===== config.mk =====
export PLATFORM = sky130hd
export DESIGN_NAME = path_sequencer
export DESIGN_NICKNAME = d
export VERILOG_FILES = /design/src/rtl/path_pkg.sv /design/src/rtl/path_stepper.sv /design/src/rtl/path_sequencer.sv
export SDC_FILE = /design/constraint.sdc
export NUM_CORES = 1
export LEC_CHECK = 0
export ABC_AREA = 1
export CORE_ASPECT_RATIO = 0.9
export CORE_UTILIZATION = 40
export CTS_BUF_LIST = sky130_fd_sc_hd__clkbuf_4 sky130_fd_sc_hd__clkbuf_8
export CTS_CLUSTER_SIZE = 20
export DETAILED_ROUTE_END_ITERATION = 16
export PLACE_DENSITY = 0.7
export SETUP_SLACK_MARGIN = 0.15
export SKIP_LAST_GASP = 1
export SLEW_MARGIN = 5
export SYNTH_ARGS = -nofsm -noshare
export SYNTH_HDL_FRONTEND = slang
export SYNTH_SLANG_ARGS = --single-unit

===== constraint.sdc =====
create_clock -name clk -period 1.8 [get_ports clk]
set_input_delay 0.18 -clock clk [delete_from_list [all_inputs] [get_ports clk]]
set_output_delay 0.18 -clock clk [all_outputs]
set_load 0.02 [all_outputs]

===== src/rtl/path_pkg.sv =====
// Shared constants and FSM state encoding for the route sequencer.
package path_pkg;
    localparam int MAX_STEPS = 10;
    localparam int NODE_W    = 5;
    localparam logic [1:0] DIR_END = 2'b00;

    typedef enum logic [2:0] {
        ST_IDLE,
        ST_PLAN,
        ST_WAIT,
        ST_LOAD,
        ST_ISSUE,
        ST_DONE,
        ST_ERR
    } state_t;
endpackage


===== src/rtl/path_stepper.sv =====
// Holds a planned path and presents its directions one at a time.
// Latency: first direction valid the cycle after load; next one the cycle after acceptance.
// Backpressure: dir_code holds while dir_valid is high and dir_ready is low.
module path_stepper #(
    parameter int MAX_STEPS = 10
) (
    input  logic                   clk,
    input  logic                   rst_n,
    input  logic                   load,
    input  logic [2*MAX_STEPS-1:0] plan_path,
    input  logic                   dir_ready,
    output logic                   empty,
    output logic                   last_accepted,
    output logic                   dir_valid,
    output logic [1:0]             dir_code
);
    import path_pkg::*;

    localparam int IW = (MAX_STEPS > 1) ? $clog2(MAX_STEPS) : 1;

    logic [2*MAX_STEPS-1:0] path_q;
    logic [IW-1:0]          idx;
    logic                   accept;

    // The current slot always sits in the low bits; acceptance shifts the next one down.
    assign dir_code      = path_q[1:0];
    assign empty         = (plan_path[1:0] == DIR_END);
    assign accept        = dir_valid && dir_ready;
    assign last_accepted = accept &&
                           ((idx == IW'(MAX_STEPS - 1)) || (path_q[3:2] == DIR_END));

    always_ff @(posedge clk or negedge rst_n) begin
        if (!rst_n) begin
            path_q    <= '0;
            idx       <= '0;
            dir_valid <= 1'b0;
        end else if (load) begin
            path_q    <= empty ? '0 : plan_path;
            idx       <= '0;
            dir_valid <= !empty;
        end else if (last_accepted) begin
            path_q    <= '0;
            idx       <= '0;
            dir_valid <= 1'b0;
        end else if (accept) begin
            path_q    <= path_q >> 2;
            idx       <= idx + IW'(1);
        end
    end
endmodule


===== src/rtl/path_sequencer.sv =====
// Launches the path planner on a route request, then steps the motion block through the path.
// Latency: plan_start the cycle after go; first direction two cycles after plan_done.
// Backpressure: each direction waits on dir_ready; go is ignored while busy.
module path_sequencer #(
    parameter int MAX_STEPS    = path_pkg::MAX_STEPS,
    parameter int NODE_W       = path_pkg::NODE_W,
    parameter int START_NODE   = 0,
    parameter int START_PULSE  = 200,
    parameter int PLAN_TIMEOUT = 50_000_000
) (
    input  logic                   clk,
    input  logic                   rst_n,
    input  logic                   go,
    input  logic [NODE_W-1:0]      goal_node,
    output logic                   plan_start,
    output logic [NODE_W-1:0]      plan_s_node,
    output logic [NODE_W-1:0]      plan_e_node,
    input  logic                   plan_done,
    input  logic [2*MAX_STEPS-1:0] plan_path,
    output logic                   dir_valid,
    output logic [1:0]             dir_code,
    input  logic                   dir_ready,
    output logic [NODE_W-1:0]      cur_node,
    output logic                   busy,
    output logic                   route_done,
    output logic                   plan_err
);
    import path_pkg::*;

    localparam int CNT_MAX = (START_PULSE > PLAN_TIMEOUT) ? START_PULSE : PLAN_TIMEOUT;
    localparam int CW      = $clog2(CNT_MAX + 1);

    state_t        state, state_nxt;
    logic [CW-1:0] cnt;
    logic          load, empty, last_accepted;
    logic          go_new;

    assign go_new = go && (goal_node != cur_node);

    path_stepper #(
        .MAX_STEPS(MAX_STEPS)
    ) u_stepper (
        .clk          (clk),
        .rst_n        (rst_n),
        .load         (load),
        .plan_path    (plan_path),
        .dir_ready    (dir_ready),
        .empty        (empty),
        .last_accepted(last_accepted),
        .dir_valid    (dir_valid),
        .dir_code     (dir_code)
    );

    always_comb begin
        state_nxt = state;
        load      = 1'b0;
        case (state)
            ST_IDLE:  if (go) state_nxt = go_new ? ST_PLAN : ST_DONE;
            ST_PLAN:  if (cnt == CW'(START_PULSE - 1)) state_nxt = ST_WAIT;
            ST_WAIT: begin
                if (plan_done)                           state_nxt = ST_LOAD;
                else if (cnt == CW'(PLAN_TIMEOUT - 1))   state_nxt = ST_ERR;
            end
            ST_LOAD: begin
                load      = 1'b1;
                state_nxt = empty ? ST_ERR : ST_ISSUE;
            end
            ST_ISSUE: if (last_accepted) state_nxt = ST_DONE;
            ST_DONE:  state_nxt = ST_IDLE;
            ST_ERR:   state_nxt = ST_IDLE;
            default:  state_nxt = ST_IDLE;
        endcase
    end

    // Outputs are registered from the next state so they line up with the state register.
    always_ff @(posedge clk or negedge rst_n) begin
        if (!rst_n) begin
            state       <= ST_IDLE;
            cnt         <= '0;
            plan_start  <= 1'b0;
            plan_s_node <= '0;
            plan_e_node <= '0;
            cur_node    <= NODE_W'(START_NODE);
            busy        <= 1'b0;
            route_done  <= 1'b0;
            plan_err    <= 1'b0;
        end else begin
            state      <= state_nxt;
            plan_start <= (state_nxt == ST_PLAN);
            busy       <= (state_nxt != ST_IDLE);
            route_done <= (state_nxt == ST_DONE);
            plan_err   <= (state_nxt == ST_ERR);

            if (state_nxt != state)
                cnt <= '0;
            else if (state == ST_PLAN || state == ST_WAIT)
                cnt <= cnt + CW'(1);

            if (state == ST_IDLE && go_new) begin
                plan_s_node <= cur_node;
                plan_e_node <= goal_node;
            end

            if (state == ST_ISSUE && last_accepted)
                cur_node <= plan_e_node;
        end
    end
endmodule


==> flow_summary.ini <==
[status]
status = complete, no violations

[clock_tree]
cts_made_buffers = 9
cts_buffer_depth = 2
clock-sinks = 73
clkLatencyLatePin_ps = 350
cts-root-buf = clkbuf_8
cts_tree = yes
clkTransAtPathRegs_ps = 80
htreeDepth = 3

[timing]
finalSetupTns_ps = 0
rsz0062_at_grt = true
relSlewSlack_pct = 74.14
final_max_slew_viol_count = 0
period_share_pct = 94.94
clock_skew_ps = 11.40
max_freq_mhz = 585.2
setup_viol = 0
hold_viol = 0
period_needed_ps = 1709
setup_ws_ps = 91.07
worst_pin_slew_ps = 388.0
worst_hold_slack_ps = 401.5

[pwr]
power_mw = 4.998
p_comb_share_pct = 31.7
leakage_nw = 2.384
sw_frac_of_total_pct = 32.69
switchingPower_mw = 1.634
internal-power_mw = 3.364
p_per_area_nw_per_um2 = 972.4
power_frac_seq_pct = 39.9
peakVddDrop_uv = 552.1
clockPowerShare_pct = 28.4

[critical_path]
slowest_delay_ps = 380
crit_path_max_fanout = 8
critPathKind = flop to flop
path_buf_inv = 1
path_cells = ha_2 > nand2_4 > nor2_1 > nand2_1 > nor2_1 > nor2_1 > o21bai_1 > nor2_2 > nand2_4 > buf_12 > nor2_4
end_kind = flop
worstPathRequired_ps = 2080
slowest_stage = dfrtp_1
cp-start-kind = flop
path_delay_family = simple AND/OR/NAND/NOR gates
cp.arrival_ps = 1990
critPathMostFrequentCell = nor2_1

[final_layout]
utilization_pct = 55.08
seqCellArea_um2 = 1832
final_cells = 679
fin_area_um2 = 5140
final_nets = 586
fillCellCount = 860
syn_to_final_growth_pct = 30.79
num_antenna_cells = 0
multi_input_area_um2 = 1823
layout-drive-gt1-share_pct = 21.18

[synth]
seq_area_frac_synth_pct = 46.48
synth.area.top_cells = dfrtp_1 46%, nand2_1 11%, inv_1 6.5%
synthArstFlopShare_pct = 100.0
synth_enable_flop_cells = 0
ys_ff_latch = 73
syn_area_um2 = 3930
yosysTopAreaCellShare_pct = 46.48
synthFlopType = dfrtp_1
yosysMostFrequentCell = nand2_1
yosys_warnings = 0
syn_nets = 500
synth_common_cells = 111 x nand2_1, 73 x dfrtp_1, 68 x inv_1
syn_inst = 467
synthDistinctLibCells = 36
yosys.area.top_type = dfrtp_1
syn-mean-instance-area_um2 = 8.415

[floorplan]
die_x_um = 106.5
start_util_pct = 42.12
die_area_um2 = 10230
core-area_um2 = 9331
boundaryPins = 52
std_cell_rows = 33
die_h_um = 96.04

[detailed_routing]
drc = 0
ant_nets = 0
routed_via_density = 4.919
postRouteWirelength_um = 8593
wl_per_cell_um = 12.66
first_pass_iters = 4
num_vias = 3340
drtIter0Drc = 159

[global_route]
grt_max_degree = 74
grt_pass1_wl_um = 14700
grt_remaining_overflow = 0
first_global_vias = 3295
antenna_found_initial = 0
grt_use_total_pct = 18.31

[flow_run]
max_cap_viol_count = 0

[worst_hold_path]
min_path_type = input port to asynchronous set/reset pin

[placement]
gp_congestion = 0.8133
preCtsSetupSlack_ps = -56.66
place_area_um2 = 4701
dp_cells = 651
dpl.hpwl_um = 6212
port_buffers = 51
[path summary, 6_finish.rpt]
path,from,end,slack (ps),depth (start not counted)
hold reg to reg,plan_s_node[2],plan_s_node[2],490,2
setup reg to reg,cnt[0],cnt[20],90,11
min in group clk,plan_path[19],u_stepper.path_q[19],400,3
setup / recovery,cnt[0],cnt[20],90,11
max in group asynchronous,rst_n,cnt[15],1080,3
hold / removal,rst_n,plan_s_node[3],400,3
[metal layers]
layer / vias to the layer above / share of wire (%) / global-route usage, %
li1: 1659 / - / -
met1: 1582 / 46 / 23.04
met2: 89 / 48 / 31.33
met3: 10 / 5.2 / 3.927
met4: 0 / 1.4 / 6.621
met5: - / 0 / 0
[sequential cells by signal, indices dropped and copies added (netlist names)]
signal               flops
cnt                     26
u_stepper.path_q        20
cur_node                 5
plan_e_node              5
plan_s_node              5
u_stepper.idx            4
state                    3
busy                     1
plan_err                 1
plan_start               1
route_done               1
u_stepper.dir_valid      1
[kinds of logic after synthesis]
family / after synthesis / synth area share [%]
AOI/OAI and AO/OA: 50 / 8.278
adders and majority gates: 3 / 0.9552
DFF: 73 / 46.48
buffers and inverters: 90 / 9.838
xor gates and xnor gates: 18 / 4.011
and+or+nand+nor: 232 / 30.15
muxes: 1 / 0.2865
[cell usage in the layout, fill, tap and decap left out, types with 7 or more instances in the layout]
cell / instances
buf_4: 29
clkbuf_8: 10
clkdlybuf4s50_1: 50
dfrtp_1: 69
inv_1: 65
inv_2: 11
nand2_1: 109
nand3_1: 17
nand4_1: 13
nor2_1: 37
nor2_2: 7
nor2_4: 22
nor3_1: 8
o21ai_0: 20
o221ai_1: 16
xor2_1: 13
[cell type report]
| type | instances | share of cell area [%] |
|---|---|---|
| sequential | 73 | 35.64 |
| clock buffer | 10 | 2.678 |
| multi-input combinational | 304 | 35.47 |
| tap | 122 | 2.970 |
| clock inverter | 5 | 1.558 |
| inverter | 79 | 5.818 |
| timing repair buffer | 86 | 15.87 |
[power by group through the flow]
stage	logic, mW	clock network, mW	registers [mW]
after detailed placement	1.48	0	2.02
after floorplan	0.745	0	2.15
after global routing	1.74	1.52	2.02
after global placement	1.45	0	2.01
after CTS	1.58	1.47	1.99
final	1.59	1.42	2.00
[timing repair]
action	4_1_cts	5_1_grt
endpoints found under the setup margin	29	47
hold buffers	1	0
setup buffers	10	2
gates cloned	0	0
endpoints found under the hold margin	73	0
resized for setup	18	15
pin swaps	10	6
[worst min-delay path: stages]
cell	delay (ps)
dlygate4sd3_1	530
buf_2	120
buf_12	330
Power figures use the tool's default switching activity.
